## src/rtl/max_reduce_ctrl.sv

```systemverilog
// max_reduce_ctrl: sequences one unsigned compare-and-select per accepted
// operand against a running maximum, then holds {max, first index} on a
// valid/ready result port until the consumer takes it.
module max_reduce_ctrl #(
  parameter int WIDTH   = 8,
  parameter int COUNT_W = 4
) (
  input  logic               clk,
  input  logic               rst_n,
  input  logic               start,
  input  logic [COUNT_W-1:0] len,
  input  logic               in_valid,
  output logic               in_ready,
  input  logic [WIDTH-1:0]   in_data,
  output logic               out_valid,
  input  logic               out_ready,
  output logic [WIDTH-1:0]   out_max,
  output logic [COUNT_W-1:0] out_idx,
  output logic               out_empty,
  output logic               busy
);

  typedef enum logic [1:0] {IDLE, RUN, DONE} state_t;

  state_t             state, state_nxt;
  logic [COUNT_W-1:0] len_q, cnt_q, idx_q;
  logic [WIDTH-1:0]   max_q;
  logic               empty_q;
  logic               accept, last, take;

  // len_q is never 0 while in RUN, so len_q-1 cannot underflow there
  assign accept = (state == RUN) && in_valid;
  assign last   = (cnt_q == len_q - COUNT_W'(1));
  assign take   = (state == DONE) && out_ready;

  // state register
  always_ff @(posedge clk or negedge rst_n) begin
    if (!rst_n) state <= IDLE;
    else        state <= state_nxt;
  end

  // next-state: start only matters in IDLE; stalls simply hold RUN
  always_comb begin
    state_nxt = state;
    case (state)
      IDLE: if (start) state_nxt = (len == '0) ? DONE : RUN;
      RUN:  if (accept && last) state_nxt = DONE;
      DONE: if (out_ready) state_nxt = IDLE;
      default: state_nxt = IDLE;
    endcase
  end

  // running max datapath: first operand loads unconditionally, later ones
  // replace only on strict greater-than so ties keep the earlier index
  always_ff @(posedge clk or negedge rst_n) begin
    if (!rst_n) begin
      len_q   <= '0;
      cnt_q   <= '0;
      idx_q   <= '0;
      max_q   <= '0;
      empty_q <= 1'b0;
    end else if (state == IDLE && start) begin
      len_q   <= len;
      cnt_q   <= '0;
      idx_q   <= '0;
      max_q   <= '0;
      empty_q <= (len == '0);
    end else if (accept) begin
      if (!last) cnt_q <= cnt_q + COUNT_W'(1);
      if (cnt_q == '0 || in_data > max_q) begin
        max_q <= in_data;
        idx_q <= cnt_q;
      end
    end else if (take) begin
      empty_q <= 1'b0;
    end
  end

  // outputs come straight from registers and decoded state
  assign in_ready  = (state == RUN);
  assign out_valid = (state == DONE);
  assign busy      = (state != IDLE);
  assign out_max   = max_q;
  assign out_idx   = idx_q;
  assign out_empty = empty_q;

endmodule

```

## config.mk

```make
export PLATFORM = sky130hd
export DESIGN_NAME = max_reduce_ctrl
export DESIGN_NICKNAME = d
export VERILOG_FILES = /design/src/rtl/max_reduce_ctrl.sv
export SDC_FILE = /design/constraint.sdc
export NUM_CORES = 1
export LEC_CHECK = 0
export ABC_CLOCK_PERIOD_IN_PS = 5050
export CORE_MARGIN = 2
export CORE_UTILIZATION = 50
export DETAILED_ROUTE_END_ITERATION = 8
export HOLD_SLACK_MARGIN = 0.06
export PLACE_DENSITY = 0.84
export RECOVER_POWER = 25
export SYNTH_ARGS = -nofsm -noshare
export SYNTH_HDL_FRONTEND = slang
export SYNTH_SLANG_ARGS = --single-unit
export TNS_END_PERCENT = 100
```

## constraint.sdc

```tcl
create_clock -name clk -period 5.05 [get_ports clk]
set_input_delay 1.2625 -clock clk [delete_from_list [all_inputs] [get_ports clk]]
set_output_delay 1.2625 -clock clk [all_outputs]
set_load 0.02 [all_outputs]
```

==> flow_metrics.py <==
metrics = {
    "drt": {
        "drt-initial-drc-count": 14,
        "drt-pass1-iter-count": 4,
        "vias": 1089,
        "routed_via_density": 5.79,
        "wl_microns": 2790,
        "routedWlPerCell_microns": 14.8,
        "antenna_left": 0,
        "drc": 0,
    },
    "timing": {
        "worst_pin_slew_ns": 1.05,
        "fin_crit_sh_pct": 61.3,
        "rsz0062_at_grt": "false",
        "setup_violations": 0,
        "relSlewSlack_pct": 29.8,
        "fmax_ghz": 0.323,
        "fin_setup_tns_ns": 0,
        "fin_crit_ns": 3.10,
        "hold_viol": 0,
        "drv_slew": 0,
        "finClkSkew_ns": 0.00384,
    },
    "final_layout": {
        "finalNetCount": 187,
        "antenna_cells": 0,
        "fill_cells": 216,
        "drive_gt1_share_pct": 6.33,
        "fin_area_sq_um": 1670,
        "syn2layout_area_growth_pct": 26.7,
    },
    "pwr": {
        "ir_worst_vdd_mv": 0.367,
        "p_seq_share_pct": 32.8,
        "power.share.combinational_pct": 58.4,
        "intPower_uw": 569,
        "p_per_area_nw_per_um2": 601,
        "p_leak_nw": 0.747,
        "pwr-share-clk_pct": 8.7,
        "sw_frac_of_total_pct": 43.5,
        "switchingPower_uw": 438,
    },
    "clock_network": {
        "post_cts_buffers": 0,
        "cts_root_buf": "clkbuf_4",
        "cts-buffers-inserted": 3,
        "cts_resized": 0,
        "htree_levels": 1,
        "clkTransAtPathRegs_ns": 0.13,
        "cts_hold_buf": 0,
        "insertion_delay_ns": 0.31,
        "cts_tree": "built",
        "clkSinkCount": 23,
        "cts_buffer_depth": 2,
    },
    "die": {
        "start_util_pct": 52.9,
        "ios": 33,
        "die-area_sq_um": 3070,
        "die_y_microns": 55.4,
        "row_count": 18,
        "die_x_microns": 55.4,
        "core_area_sq_um": 2500,
    },
    "global_route": {
        "grt_max_degree": 24,
        "antenna_found_initial": 0,
        "grtUsageTotal_pct": 20.2,
        "grt_overflow": 0,
        "grt_pass1_wl_microns": 5060,
        "first_global_vias": 1149,
    },
    "placed_design": {
        "io_buffers": 32,
        "gp_congestion": 0.764,
        "dp_hpwl_microns": 2100,
        "post_dp_cell_area_sq_um": 1650,
    },
    "logic_synthesis": {
        "synth_edf_count": 0,
        "synth_simple_gate_area_share_pct": 13.4,
        "synth-seq-area-share_pct": 43.6,
        "synthDistinctLibCells": 34,
        "yosys.area_share.adder_pct": 10.4,
        "ys_async_sr_fraction_pct": 100,
        "synth-compound-area-share_pct": 20.5,
        "yosys_warnings": 0,
        "synth_mux_area_share_pct": 0.758,
        "synth_top_family_by_area": "compound AO/OA/AOI/OAI gates",
        "synth-main-ff-cell": "dfrtp_1",
        "synth_area_per_cell_sq_um": 10.4,
        "post_synth_instance_area_sq_um": 1320,
        "ys_seq_elements": 23,
        "synth_cells": 127,
        "syn_nets": 155,
        "yosys.area_share.xor_xnor_pct": 5.02,
    },
    "critical_path": {
        "required_ns": 5.30,
        "arrival_ns": 3.35,
        "worstSetupEndpointType": "flip-flop",
        "setup.worst_path.class": "in2reg",
        "start_kind": "primary input",
        "crit_fanout": 12,
    },
    "flow_run": {
        "maxCapViolations": 0,
    },
    "outcome": {
        "outcome": "finished, final reports clean",
    },
    "worst_hold_path": {
        "worstHoldPathType": "reg2reg",
    },
}
-- per-layer routing --
layer,global-route usage [%],up-vias,wire length [microns]
met1,23.7,527,1210
met2,36.9,38,1380
li1,-,521,-
met4,7.67,0,29
met3,3.04,3,162
met5,0,-,0
-- registers in the layout (all words and copies together), names as in the netlist --
register	count
state	2
out_max	8
len_q	4
cnt_q	4
out_empty	1
out_idx	4
-- metrics by stage --
step / total power, mW / hold WS [ns] / setup WS, ns / utilization [%] / std cells
4_1_cts: 1.02 / 0.515 / 1.92 / 67.0 / 188
6_report: 1.01 / 0.509 / 1.95 / 67.0 / 188
3_5_place_dp: 0.926 / 0.473 / 1.59 / 65.9 / 184
2_1_floorplan: 0.744 / 0.467 / 2.30 / - / 127
5_1_grt: 1.09 / 0.552 / 1.85 / 67.0 / 188
3_3_place_gp: 0.898 / 0.469 / 1.72 / 65.9 / 184
-- critical path, stage by stage --
cell and delay [ns]:
clkdlybuf4s50_1 0.44, ha_1 0.35, a21oi_1 0.19, o21ai_1 0.13
o32ai_2 0.75, a32o_1 0.22
-- power by group through the flow --
| stage | clock, mW | sequential (mW) | combinational, mW |
|---|---|---|---|
| 2_1_floorplan | 0 | 0.368 | 0.377 |
| 3_3_place_gp | 0 | 0.328 | 0.570 |
| 3_5_place_dp | 0 | 0.335 | 0.592 |
| 4_1_cts | 0.0899 | 0.331 | 0.595 |
| 5_1_grt | 0.0978 | 0.345 | 0.650 |
| 6_report | 0.0877 | 0.331 | 0.588 |
-- cells in the mapped netlist, drive strengths merged (2+ instances only) --
cell type,instances,area share [%]
dfrtp,23,44
nand2,17,4.8
inv,14,4.0
a32o,12,9.1
ha,11,10
nor2,7,2.0
a21oi,5,2.2
o21ai,5,1.9
buf,3,1.8
nand4,3,1.9
o211ai,3,2.1
xor2,3,2.0
and2,2,0.95
clkbuf,2,0.57
nand3,2,0.76
nor2b,2,2.1
xnor2,2,1.3
-- final timing paths --
kind	startpoint	endpoint	slack [ns]	cells after the start
max in group asynchronous	rst_n	len_q[1]	2.86	1
hold reg to reg	out_empty	out_empty	0.51	2
hold / removal	out_empty	out_empty	0.51	2
min in group asynchronous	rst_n	len_q[3]	1.57	1
setup / recovery	in_data[7]	out_idx[2]	1.95	6
setup reg to reg	out_max[7]	out_idx[2]	2.94	6
-- kinds of logic (layout without fill, tap and decap cells) --
| logic type | after synthesis | count (layout) |
|---|---|---|
| AND/OR/NAND/NOR | 35 | 35 |
| AO/OA/AOI/OAI | 32 | 32 |
| flip-flops | 23 | 23 |
| buffers and inverters | 19 | 50 |
| adder cells (fa/ha/maj) | 11 | 11 |
| XOR/XNOR | 6 | 6 |
| multiplexers | 1 | 1 |
-- cells in the final DEF, fill, tap and decap left out, types with 4 or more instances in the layout --
cell              n
a32o_1           12
dfrtp_1          23
nand2_1          17
nor2_1            7
clkdlybuf4s50_1  29
inv_1            14
a21oi_1           4
ha_1             11
-- area by class of cell --
type | count | area, sq um | area share, %
repair buffers | 32 | 320 | 19.1
multi-input cells | 85 | 662 | 39.5
inverters | 14 | 52.6 | 3.14
clock buffers | 4 | 26.3 | 1.57
well taps | 30 | 37.5 | 2.24
flip-flops and latches | 23 | 576 | 34.4
Power figures use the tool's default switching activity.
